<file path="src/rtl/sram_bus_arbiter_pkg.sv">
`default_nettype none
// ============================================================================
// Module   : sram_bus_arbiter_pkg
// Purpose  : Shared constants for the SRAM bus arbiter and its FIFO.
//            Requester IDs double as the FIFO payload so a response can be
//            routed back to the channel that issued it.
// Revision : 1.0 - initial release
// ============================================================================
package sram_bus_arbiter_pkg;

  // Requester IDs (1-bit payload stored in the outstanding-ID FIFO)
  localparam logic ID_INST = 1'b0;
  localparam logic ID_DATA = 1'b1;

  // Reset program counter; fetch uses the same value for its first request
  localparam logic [31:0] RESET_PC = 32'h1c00_0000;

endpackage : sram_bus_arbiter_pkg
`default_nettype wire

</file>
<file path="src/rtl/sram_id_fifo.sv">
`default_nettype none
// ============================================================================
// Module   : sram_id_fifo
// Purpose  : 1-bit wide, DEPTH-deep FIFO. It records which requester owns
//            each accepted-but-unanswered memory request, in issue order.
// Ports    : clk, rst     - clock, asynchronous active-high reset
//            push_i       - enqueue push_id_i (ignored when full)
//            push_id_i    - requester ID to enqueue
//            pop_i        - dequeue the head (ignored when empty)
//            full_o       - DEPTH entries held
//            empty_o      - no entries held
//            head_o       - ID at the head of the queue
// Revision : 1.0 - initial release
// ============================================================================
module sram_id_fifo #(
  parameter int DEPTH = 4
) (
  input  logic clk,
  input  logic rst,
  input  logic push_i,
  input  logic push_id_i,
  input  logic pop_i,
  output logic full_o,
  output logic empty_o,
  output logic head_o
);

  localparam int PTR_W = $clog2(DEPTH);
  localparam int CNT_W = PTR_W + 1;

  logic [DEPTH-1:0] ids_q, ids_d;
  logic [PTR_W-1:0] wr_ptr_q, wr_ptr_d;
  logic [PTR_W-1:0] rd_ptr_q, rd_ptr_d;
  logic [CNT_W-1:0] count_q, count_d;

  logic w_push;
  logic w_pop;

  assign full_o  = (count_q == CNT_W'(DEPTH));
  assign empty_o = (count_q == '0);
  assign head_o  = ids_q[rd_ptr_q];

  assign w_push = push_i & ~full_o;
  assign w_pop  = pop_i & ~empty_o;

  // DEPTH is a power of two, so pointers wrap by natural overflow.
  always_comb begin
    ids_d    = ids_q;
    wr_ptr_d = wr_ptr_q;
    rd_ptr_d = rd_ptr_q;
    count_d  = count_q;
    if (w_push) begin
      ids_d[wr_ptr_q] = push_id_i;
      wr_ptr_d        = wr_ptr_q + PTR_W'(1);
    end
    if (w_pop) begin
      rd_ptr_d = rd_ptr_q + PTR_W'(1);
    end
    // Simultaneous push and pop leaves the occupancy unchanged.
    case ({w_push, w_pop})
      2'b10:   count_d = count_q + CNT_W'(1);
      2'b01:   count_d = count_q - CNT_W'(1);
      default: count_d = count_q;
    endcase
  end

  always_ff @(posedge clk or posedge rst) begin
    if (rst) begin
      ids_q    <= '0;
      wr_ptr_q <= '0;
      rd_ptr_q <= '0;
      count_q  <= '0;
    end else begin
      ids_q    <= ids_d;
      wr_ptr_q <= wr_ptr_d;
      rd_ptr_q <= rd_ptr_d;
      count_q  <= count_d;
    end
  end

endmodule : sram_id_fifo
`default_nettype wire

</file>
<file path="src/rtl/sram_bus_arbiter.sv">
`default_nettype none
// ============================================================================
// Module   : sram_bus_arbiter
// Purpose  : Shares one SRAM-like memory port (req/addr_ok/data_ok) between
//            the instruction fetch channel and the MEM-stage data channel.
//            Fixed priority with grant locking while a request waits for
//            addr_ok; responses routed in order via an outstanding-ID FIFO.
// Ports    : clk, rst                       - clock, async active-high reset
//            inst_req/inst_addr             - instruction read request
//            inst_addr_ok/inst_data_ok/inst_rdata - instruction handshakes
//            data_req/data_wr/data_addr/data_wstrb/data_wdata - data request
//            data_addr_ok/data_data_ok/data_rdata - data handshakes
//            mem_req/mem_wr/mem_addr/mem_wstrb/mem_wdata - memory request
//            mem_addr_ok/mem_data_ok/mem_rdata - memory handshakes/read data
// Revision : 1.0 - initial release
// ============================================================================
module sram_bus_arbiter
  import sram_bus_arbiter_pkg::*;
#(
  parameter int MAX_OUTSTANDING = 4,
  parameter bit DATA_FIRST      = 1'b1
) (
  input  logic        clk,
  input  logic        rst,
  // instruction channel
  input  logic        inst_req,
  input  logic [31:0] inst_addr,
  output logic        inst_addr_ok,
  output logic        inst_data_ok,
  output logic [31:0] inst_rdata,
  // data channel
  input  logic        data_req,
  input  logic        data_wr,
  input  logic [31:0] data_addr,
  input  logic [3:0]  data_wstrb,
  input  logic [31:0] data_wdata,
  output logic        data_addr_ok,
  output logic        data_data_ok,
  output logic [31:0] data_rdata,
  // memory port
  output logic        mem_req,
  output logic        mem_wr,
  output logic [31:0] mem_addr,
  output logic [3:0]  mem_wstrb,
  output logic [31:0] mem_wdata,
  input  logic        mem_addr_ok,
  input  logic        mem_data_ok,
  input  logic [31:0] mem_rdata
);

  // Lock holds the grant on a requester whose request is on the bus but not
  // yet accepted, so the memory never sees the payload switch mid-request.
  logic lock_vld_q, lock_vld_d;
  logic lock_id_q,  lock_id_d;

  logic w_gnt_id;
  logic w_gnt_req;
  logic w_can_issue;
  logic w_handshake;
  logic w_pop;

  logic w_fifo_full;
  logic w_fifo_empty;
  logic w_fifo_head;

  // --------------------------------------------------------------------------
  // Grant selection
  // --------------------------------------------------------------------------
  always_comb begin
    w_gnt_id = ID_INST;
    if (lock_vld_q) begin
      w_gnt_id = lock_id_q;
    end else if (inst_req && data_req) begin
      w_gnt_id = DATA_FIRST ? ID_DATA : ID_INST;
    end else if (data_req) begin
      w_gnt_id = ID_DATA;
    end
  end

  assign w_gnt_req   = (w_gnt_id == ID_DATA) ? data_req : inst_req;
  // A pop in the same cycle does not free a slot: full blocks issue outright.
  assign w_can_issue = ~w_fifo_full & ~rst;
  assign mem_req     = w_can_issue & w_gnt_req;
  assign w_handshake = mem_req & mem_addr_ok;

  // --------------------------------------------------------------------------
  // Zero-latency request pass-through; payload is zero when nothing is issued
  // and write fields are zero for instruction reads.
  // --------------------------------------------------------------------------
  always_comb begin
    mem_wr    = 1'b0;
    mem_addr  = '0;
    mem_wstrb = '0;
    mem_wdata = '0;
    if (mem_req) begin
      if (w_gnt_id == ID_DATA) begin
        mem_wr    = data_wr;
        mem_addr  = data_addr;
        mem_wstrb = data_wstrb;
        mem_wdata = data_wdata;
      end else begin
        mem_addr  = inst_addr;
      end
    end
  end

  assign inst_addr_ok = w_handshake & (w_gnt_id == ID_INST);
  assign data_addr_ok = w_handshake & (w_gnt_id == ID_DATA);

  // --------------------------------------------------------------------------
  // Lock register
  // --------------------------------------------------------------------------
  always_comb begin
    lock_vld_d = lock_vld_q;
    lock_id_d  = lock_id_q;
    if (mem_req && !mem_addr_ok) begin
      lock_vld_d = 1'b1;
      lock_id_d  = w_gnt_id;
    end else if (w_handshake) begin
      lock_vld_d = 1'b0;
    end
  end

  always_ff @(posedge clk or posedge rst) begin
    if (rst) begin
      lock_vld_q <= 1'b0;
      lock_id_q  <= ID_INST;
    end else begin
      lock_vld_q <= lock_vld_d;
      lock_id_q  <= lock_id_d;
    end
  end

  // --------------------------------------------------------------------------
  // Response routing. A response with nothing outstanding (e.g. stale after
  // a reset) is dropped.
  // --------------------------------------------------------------------------
  assign w_pop = mem_data_ok & ~w_fifo_empty & ~rst;

  sram_id_fifo #(
    .DEPTH (MAX_OUTSTANDING)
  ) u_id_fifo (
    .clk       (clk),
    .rst       (rst),
    .push_i    (w_handshake),
    .push_id_i (w_gnt_id),
    .pop_i     (w_pop),
    .full_o    (w_fifo_full),
    .empty_o   (w_fifo_empty),
    .head_o    (w_fifo_head)
  );

  assign inst_data_ok = w_pop & (w_fifo_head == ID_INST);
  assign data_data_ok = w_pop & (w_fifo_head == ID_DATA);
  assign inst_rdata   = mem_rdata;
  assign data_rdata   = mem_rdata;

endmodule : sram_bus_arbiter
`default_nettype wire

</file>
<file path="config.mk">
export PLATFORM = sky130hd
export DESIGN_NAME = sram_bus_arbiter
export DESIGN_NICKNAME = d
export VERILOG_FILES = /design/src/rtl/sram_bus_arbiter_pkg.sv /design/src/rtl/sram_id_fifo.sv /design/src/rtl/sram_bus_arbiter.sv
export SDC_FILE = /design/constraint.sdc
export NUM_CORES = 1
export LEC_CHECK = 0
export BUFFER_PORTS_ARGS = -buffer_cell sky130_fd_sc_hd__buf_4
export CAP_MARGIN = 20
export CORE_AREA = 4 4 105 107
export DETAILED_ROUTE_END_ITERATION = 6
export DIE_AREA = 0 0 109 111
export PLACE_DENSITY = 0.61
export SLEW_MARGIN = 20
export SYNTH_ARGS = -nofsm -noshare
export SYNTH_HDL_FRONTEND = slang
export SYNTH_HIERARCHICAL = 1
export SYNTH_SLANG_ARGS = --single-unit
</file>
<file path="constraint.sdc">
create_clock -name clk -period 2.5 [get_ports clk]
set_clock_uncertainty 0.1 [all_clocks]
set_input_delay 0.25 -clock clk [delete_from_list [all_inputs] [get_ports clk]]
set_output_delay 0.25 -clock clk [all_outputs]
set_load 0.1 [all_outputs]
</file>
Word-level counts from Yosys, hierarchy flattened --
Index checks and enable logic that the tools add are counted.
Cells by class: reduce and logical (&&, ||, !) cells 7, eq/ne operators 3, add/subtract/negate cells 4, mux-type cells 20, bitwise logic cells 16, magnitude comparators 3
Operators with widths (number):
- $mux W32 | 4
- $and A1 B1 Y1 | 11
- $mux W1 | 10
- $mux W4 | 2
- $lt A2 B3 Y1 const B | 2
- $pmux W3 S2 | 1
- $not A1 Y1 | 5
- $add A2 B1 Y2 const B | 2
- $bwmux W4 | 1
- $reduce_bool A2 Y1 | 2
- $add A3 B1 Y3 const B | 1
- $eq A3 B3 Y1 const B | 1
- $logic_and A1 B1 Y1 | 3
- $logic_not A3 Y1 | 1
- $sub A3 B1 Y3 const B | 1
- $bmux W1 S2 | 1
- $demux W1 S2 | 1
- $eq A2 B1 Y1 const B | 1
- $eq A2 B2 Y1 const B | 1
- $ge A2 B1 Y1 const B | 1
- $logic_not A1 Y1 | 1
Storage, ports and cells: flip-flop bits (word level) 13, word-level logic and storage cells 59, output and inout bits 138

Logic depth before layout (Yosys ltp) --
Gate-level depths: netlist of the first run.
word-level depth 9, mapped depth 13

By module --
The synthesis of the first run kept the hierarchy.
By module, submodules not included:
- sram_bus_arbiter | seq. area each 50.0 um^2, area each 1522.7 um^2, times used 1, cells an instance 234
- sram_id_fifo | seq. area each 275.3 um^2, area each 609.3 um^2, times used 1, cells an instance 55

Worst setup path before layout of the first run --
Ideal clock, no wire load.
path kind reg2out, from reg lock_vld_q, to out inst_addr_ok, path slack -1.103 ns, stages on the path, launching flop included 5, arrival 3.253 ns, required time 2.150 ns, path through dfrtp_1 mux2i_4 clkinv_1 buf_2 nor3_1
Between the ends: cells in the longest elaborated chain, start to end 5, elaborated cells between the ends (all ways) 6, those cells by class 2 x mux; 4 x bitwise
RTL lines:
- start, declared | line sram_bus_arbiter.sv:53 | logic lock_vld_q, lock_vld_d;
- start signal, assigned | line sram_bus_arbiter.sv:129 | lock_vld_q <= lock_vld_d;
- $mux W1 * | line sram_bus_arbiter.sv:71 | if (lock_vld_q) begin
- via w_gnt_id | line sram_bus_arbiter.sv:56 | logic w_gnt_id;
- $mux W1 | line sram_bus_arbiter.sv:80 | assign w_gnt_req = (w_gnt_id == ID_DATA) ? data_req : inst_req;
- $and A1 B1 Y1 | line sram_bus_arbiter.sv:83 | assign mem_req = w_can_issue & w_gnt_req;
- $and A1 B1 Y1 | line sram_bus_arbiter.sv:84 | assign w_handshake = mem_req & mem_addr_ok;
- $and A1 B1 Y1 * | line sram_bus_arbiter.sv:107 | assign inst_addr_ok = w_handshake & (w_gnt_id == ID_INST);
- end, declared | line sram_bus_arbiter.sv:28 | output logic inst_addr_ok,
Mark *: on every way through the listed nets, which the timed path passes. The rest lies on a longest branch.

Final worst setup path of the first run --
from reg lock_id_q, to out mem_addr[31]
Between the ends: cells in the longest elaborated chain, start to end 4, elaborated cells between the ends (all ways) 5, those cells by class 4 x mux; 1 x bitwise
RTL lines:
- start, declared | line sram_bus_arbiter.sv:54 | logic lock_id_q, lock_id_d;
- start signal, assigned | line sram_bus_arbiter.sv:130 | lock_id_q <= lock_id_d;
- $mux W1 * | line sram_bus_arbiter.sv:71
- $mux W1 | line sram_bus_arbiter.sv:80
- $and A1 B1 Y1 | line sram_bus_arbiter.sv:83
- $mux W32 * | line sram_bus_arbiter.sv:95 | if (mem_req) begin
- end, declared | line sram_bus_arbiter.sv:43 | output logic [31:0] mem_addr,
Every way passes the cells marked *; elsewhere a longest branch is shown, timed or not.

==> flow_metrics.env, run 1 <==
export IMPL_sw_frac_of_total_pct=66.44
export IMPL_rsz0062_at_grt="no"
export IMPL_num_rows=37
export IMPL_outcome="finished clean"
export IMPL_first_global_vias=2208
export IMPL_route_met3_wl_um=791
export IMPL_maxCapViolations=0
export IMPL_insertedDiodeCount=0
export IMPL_switchingPower_w=0.002432
export IMPL_synth_edff_count=0
export IMPL_cts_sinks=13
export IMPL_power_frac_comb_pct=83.1
export IMPL_min_period_ns=2.422
export IMPL_relSlewSlack_pct=71.09
export IMPL_p_clk_share_pct=5.0
export IMPL_gp_congestion=0.8092
export IMPL_dr_pass1_iters=4
export IMPL_syn_inst=289
export IMPL_nFillCells=1112
export IMPL_wire_per_inst_um=15.85
export IMPL_yosys_area_share_simple_pct=28.46
export IMPL_fmax_mhz=412.9
export IMPL_top_layer="met4"
export IMPL_die_area_um2=12100
export IMPL_die_x_um=109
export IMPL_grtUsageTotal_pct=12.48
export IMPL_worst_pin_slew_ns=0.4332
export IMPL_seq_area_frac_synth_pct=15.26
export IMPL_synth_xor_xnor_area_share_pct=2.465
export IMPL_drt_first_iter_violations=152
export IMPL_min_path_type="in -> reg"
export IMPL_cp_required_ns=2.15
export IMPL_internal_power_w=0.001228
export IMPL_route_detailed_drc=0
export IMPL_whs_ns=0.1125
export IMPL_timing_setup_tns_ns=0
export IMPL_critPathKind="reg -> out"
export IMPL_syn_nets=434
export IMPL_crit_path_max_incr_delay_ns=0.51
export IMPL_yosys_register_bits=13
export IMPL_worstSetupStartpointType="flop"
export IMPL_path_cells="mux2i_1, a2111o_2, buf_6, a21oi_1, buf_4"
export IMPL_end_kind="output port"
export IMPL_synth_fa_ha_area_share_pct=3.873
export IMPL_grt_pass1_wl_um=12050
export IMPL_pwr_density_cell_nw_per_um2=1136
export IMPL_grt_overflow=0
export IMPL_finalNetCount=549
export IMPL_routed_wl_um=8542
export IMPL_critPathArrivalTime_ns=2.07
export IMPL_avgSynthCellArea_um2=7.377
export IMPL_cts_buffers=3
export IMPL_cp_num_cells=5
export IMPL_critical_path_buf_inv_count=2
export IMPL_leakage_nw=1.640
export IMPL_crit_fanout=35
export IMPL_slew_viol_final=0
export IMPL_drive_above_1_share_pct=58.06
export IMPL_hold_viol=0
export IMPL_clk_pin_slew_worst_paths_ns=0.05
export IMPL_critPathSlowestCell="a2111o_2"
export IMPL_synthArstFlopShare_pct=100.0
export IMPL_synthMuxAreaShare_pct=4.284
export IMPL_die_y_um=111
export IMPL_port_buffers=180
export IMPL_htreeDepth=1
export IMPL_ant_nets=0
export IMPL_ir_drop_v=0.0006471
export IMPL_ys_warn_count=6
export IMPL_grt_max_degree=38
export IMPL_wl_met2_um=4568
export IMPL_p_seq_share_pct=11.9
export IMPL_finalSetupViolCount=0
export IMPL_post_cts_setup_buffers=0
export IMPL_cts_tree="yes"
export IMPL_synth_top_family_by_area="buffers and inverters"
export IMPL_dr_total_vias=2144
export IMPL_whs_path_depth=2
export IMPL_detail_route_vias_per_cell=3.978
export IMPL_cts_path_max_buffers=2
export IMPL_synth_cell_type_count=33
export IMPL_start_util_pct=21.03
export IMPL_hpwl_um=7251
export IMPL_yosys_most_used_dff="dfrtp_1"
export IMPL_root_buffer="clkbuf_8"
export IMPL_worstRegToRegCells=10
export IMPL_area_growth_pct=51.12
export IMPL_pin_count=277
export IMPL_core_area_um2=10140
export IMPL_synth_compound_area_share_pct=15.90
export IMPL_grt_antenna_before_repair=0
export IMPL_period_share_pct=96.87
export IMPL_syn_area_um2=2132
export IMPL_drt_met1_wl_um=3159
export IMPL_crit_family="compound AO/OA/AOI/OAI gates"
export IMPL_clk_latency_ns=0.24
path summary, 6_finish.rpt:
check | end | slack (ns) | start
min reg2reg | u_id_fifo/rd_ptr_q[1]$_DFFE_PP0P_ | 0.38 | u_id_fifo/rd_ptr_q[1]$_DFFE_PP0P_
min | lock_vld_q$_DFFE_PP0P_ | 0.11 | mem_addr_ok
max in group asynchronous | u_id_fifo/count_q[2]$_DFFE_PP0P_ | 1.47 | rst
min in group asynchronous | lock_vld_q$_DFFE_PP0P_ | 0.38 | rst
max reg2reg | u_id_fifo/count_q[2]$_DFFE_PP0P_ | 0.13 | lock_id_q$_DFFE_PP0P_
max | mem_addr[31] | 0.08 | lock_id_q$_DFFE_PP0P_
power groups by stage:
stage          clock, W  sequential [W]  combinational [W]
2_1_floorplan         0        0.000408            0.00290
3_3_place_gp          0        0.000426            0.00303
3_5_place_dp          0        0.000435            0.00303
4_1_cts        0.000193        0.000432            0.00306
5_1_grt        0.000205        0.000456            0.00321
6_report       0.000184        0.000435            0.00304
cell usage in the layout (no fill, tap or decap):
cell,netlist,final
mux2i_1,2,2
nor2b_2,0,1
and3_1,1,1
dlygate4sd3_1,0,1
fa_1,1,1
a21oi_2,29,30
buf_4,64,183
nor2_1,4,3
a21oi_1,3,2
mux2_4,1,1
nor3_1,4,2
buf_6,7,5
xor2_1,3,3
inv_1,9,9
nand2_1,73,73
clkinv_1,1,1
dfrtp_1,13,12
o31a_2,1,1
a2111o_2,0,1
mux2_2,1,1
clkbuf_1,5,1
nor3b_4,1,1
and2_1,38,38
o21ai_0,8,8
clkbuf_8,0,3
mux4_2,1,1
nor2_4,0,1
mux2i_4,1,1
nor4b_1,1,1
xnor2_1,3,3
a2bb2oi_1,1,1
dfrtp_2,0,1
ha_1,5,5
nor3b_2,0,1
nor3_2,0,2
nand2b_1,2,2
cells by family after synthesis:
family,Yosys count
AND/OR/NAND/NOR,126
buffers and inverters,89
AO/OA/AOI/OAI,43
flip-flops,13
XOR/XNOR,6
multiplexers,6
adder cells (fa/ha/maj),6
synth_stat cells (2+ instances only):
master	n	area, µm²
clkbuf_1	5	18.77
xor2_1	3	26.28
and2_1	38	237.7
buf_6	7	78.83
nand2_1	73	274.0
nand2b_1	2	12.51
buf_2	2	10.01
a21oi_2	29	254.0
inv_1	9	33.78
o21ai_0	8	40.04
dfrtp_1	13	325.3
nor2_1	4	15.01
buf_4	64	480.5
nor3_1	4	20.02
mux2i_1	2	20.02
a21oi_1	3	15.01
ha_1	5	62.56
xnor2_1	3	26.28
registers in the layout, summed over array words and instances (netlist names):
register	count
u_id_fifo/count_q	3
lock_id_q	1
u_id_fifo/wr_ptr_q	2
u_id_fifo/ids_q	4
u_id_fifo/rd_ptr_q	2
lock_vld_q	1
timing repair:
action	in CTS	in global routing
resized for setup	4	4
hold buffers	1	0
hold endpoints to repair	13	0
cloned	0	0
endpoints found under the setup margin	12	40
routing by layer:
metal | GRT usage [%] | vias to the layer above
li1 | - | 1075
met4 | 0.6734 | 0
met5 | 0 | -
met3 | 3.262 | 4
met1 | 14.15 | 953
met2 | 23.91 | 112
worst reg2reg max path, cell delays in order (launching register included):
cell	delay, ns
dfrtp_2	0.44
mux2i_1	0.13
a2111o_2	0.51
nor2_4	0.15
nand2b_1	0.10
ha_1	0.21
inv_1	0.09
fa_1	0.19
xor2_1	0.15
nor2_1	0.06
xor2_1	0.13
through the flow:
step / setup slack [ns] / utilization [%] / power [W] / cells / instance area [µm²]
after global routing: 0.001970 / 31.78 / 0.003874 / 539 / 3222
after CTS: 0.06826 / 31.64 / 0.003688 / 539 / 3208
final: 0.07823 / 31.78 / 0.003660 / 539 / 3222
after detailed placement: 0.1469 / 30.95 / 0.003469 / 534 / 3138
after global placement: 0.1748 / 30.95 / 0.003453 / 534 / 3138
after floorplan: -0.4111 / - / 0.003308 / 289 / 2152
area by class of cell:
type	count	area [µm²]	share of cell area (%)
clock buffer	4	45.04	1.398
tap	136	170.2	5.282
multi-input combinational	187	1202	37.32
inverter	10	37.54	1.165
timing repair buffer	189	1440	44.70
sequential	13	326.6	10.14
Note: power is estimated with default switching activity, not from simulation.
==> inputs of run 2 (changes only) <==
- CORE_AREA: 4 4 105 107 -> 2 2 109 111
- DIE_AREA: 0 0 109 111 -> 0 0 111 113
- PLACE_DENSITY: 0.61 -> 0.55
==> flow_metrics.env, run 2 (synthesis gave the netlist of run 1 again) <==
export IMPL_gp_congestion=0.8103
export IMPL_port_buffers=180
export IMPL_drt_first_iter_violations=98
export IMPL_cts_buffers=3
export IMPL_critPathArrivalTime_ns=2.06
export IMPL_crit_family="compound AO/OA/AOI/OAI gates"
export IMPL_worst_pin_slew_ns=0.4351
export IMPL_final_core_util_pct=29.32
export IMPL_start_util_pct=18.91
export IMPL_route_detailed_drc=0
export IMPL_dr_total_vias=2181
export IMPL_min_to="lock_vld_q$_DFFE_PP0P_"
export IMPL_dr_pass1_iters=4
export IMPL_path_cells="mux2i_1, a2111o_2, buf_6, a21oi_2, buf_4"
export IMPL_worst_slack_ns=0.08726
export IMPL_rrSetupSlack_ns=0.14
export IMPL_top_regs="u_id_fifo/ids_q: 4 flops, u_id_fifo/count_q: 3 flops"
export IMPL_cp_required_ns=2.15
export IMPL_outcome="finished clean"
export IMPL_die_area_um2=12540
export IMPL_top_register="u_id_fifo/ids_q"
export IMPL_hold_viol=0
export IMPL_multi_input_area_um2=1214
export IMPL_leakage_nw=1.663
export IMPL_routed_wl_um=8204
export IMPL_detail_route_vias_per_cell=4.002
export IMPL_busiest_layer="met2"
export IMPL_rsz0062_at_grt="no"
export IMPL_grtUsageTotal_pct=11.93
export IMPL_root_buffer="clkbuf_16"
export IMPL_grt_pass1_wl_um=12270
export IMPL_clk_pin_slew_worst_paths_ns=0.04
export IMPL_area_growth_pct=54.99
export IMPL_first_global_vias=2127
export IMPL_num_rows=39
export IMPL_critPathSlowestCell="a2111o_2"
export IMPL_layout_common_cells="buf_4, nand2_1, and2_1"
export IMPL_pin_count=277
export IMPL_cts_path_max_buffers=2
export IMPL_ant_nets=0
export IMPL_cts_sinks=13
export IMPL_whs_path_depth=2
export IMPL_wire_per_inst_um=15.05
export IMPL_total_power_w=0.003842
export IMPL_crit_path_max_incr_delay_ns=0.51
export IMPL_grt_max_degree=38
export IMPL_post_place_ws_ns=0.08392
export IMPL_drive_above_1_share_pct=58.71
export IMPL_min_path_type="in -> reg"
export IMPL_met1_usage_pct=15.93
export IMPL_seq_area_um2=326.6
export IMPL_timing_rr_end="u_id_fifo/count_q[2]$_DFFE_PP0P_"
export IMPL_htreeDepth=1
export IMPL_grt_antenna_before_repair=0
export IMPL_met2_usage_pct=19.75
export IMPL_worstRegToRegCells=10
export IMPL_maxCapViolations=0
export IMPL_largest_reg_flops=4
export IMPL_worstSetupStartpointType="flop"
export IMPL_core_area_um2=11270
export IMPL_critical_path_buf_inv_count=2
export IMPL_ir_drop_v=0.0007676
export IMPL_cts_tree="yes"
export IMPL_finalNetCount=548
export IMPL_grt_overflow=0
export IMPL_die_y_um=113
export IMPL_slew_viol_final=0
export IMPL_pwr_density_cell_nw_per_um2=1163
export IMPL_min_from="mem_addr_ok"
export IMPL_insertedDiodeCount=0
export IMPL_timing_rr_start="lock_id_q$_DFFE_PP0P_"
export IMPL_nFillCells=1222
export IMPL_met3_usage_pct=3.053
export IMPL_end_kind="output port"
export IMPL_min_period_ns=2.413
export IMPL_fmax_mhz=414.5
export IMPL_die_x_um=111
export IMPL_critPathKind="reg -> out"
export IMPL_finalSetupViolCount=0
export IMPL_final_common_cell="buf_4"
export IMPL_clk_latency_ns=0.24
export IMPL_post_cts_setup_buffers=0
export IMPL_period_share_pct=96.51
export IMPL_crit_fanout=35
export IMPL_hpwl_um=6772
export IMPL_relSlewSlack_pct=70.99
## run 2: final cells by class
type	count	area share, %
well taps	143	5.415
clock inverters	1	0.1515
inverters	10	1.136
multi-input cells	187	36.73
flip-flops and latches	13	9.883
repair buffers	188	44.42
clock buffers	3	2.272
## run 2: worst max path at each step
stage                          startpoint      endpoint  slack, ns  cells after the start
detailed placement  lock_id_q$_DFFE_PP0P_   mem_addr[1]       0.08                      5
global route        lock_id_q$_DFFE_PP0P_  mem_addr[31]      0.005                      5
finish              lock_id_q$_DFFE_PP0P_   mem_addr[2]       0.09                      5
CTS                 lock_id_q$_DFFE_PP0P_  mem_addr[19]       0.06                      5
global placement    lock_id_q$_DFFE_PP0P_   mem_addr[1]       0.15                      5
floorplan           lock_id_q$_DFFE_PP0P_   mem_addr[0]      -0.41                      4
## run 2: report_power, final
part,total (W),internal (W),switching [W]
logic,0.00311,0.000831,0.00228
registers,0.000435,0.000316,0.000119
clock network,0.000297,0.000212,0.0000847
## run 2: per-layer routing
metal  routed length (µm)  up-vias  share of wire, %
met5                    0        -                 0
met3                  681        7               8.3
met2                 4038      128                49
li1                     -     1071                 -
met1                 3426      975                42
met4                   57        0              0.69
## run 2: stage by stage
step           hold WS, ns  instance area (µm²)  TNS [ns]  instances
2_1_floorplan      -0.1088                 2152    -1.637        289
3_3_place_gp       0.04941                 3152         0        540
3_5_place_dp       0.05319                 3152         0        540
4_1_cts             0.1109                 3264         0        545
5_1_grt             0.1253                 3304         0        545
6_report            0.1151                 3304         0        545
## run 2: what timing repair did
action | 4_1_cts | 5_1_grt
hold buffers | 1 | 0
pin swaps | 0 | 0
endpoints found under the hold margin | 13 | 0
endpoints found under the setup margin | 15 | 48
gates resized for setup | 6 | 11
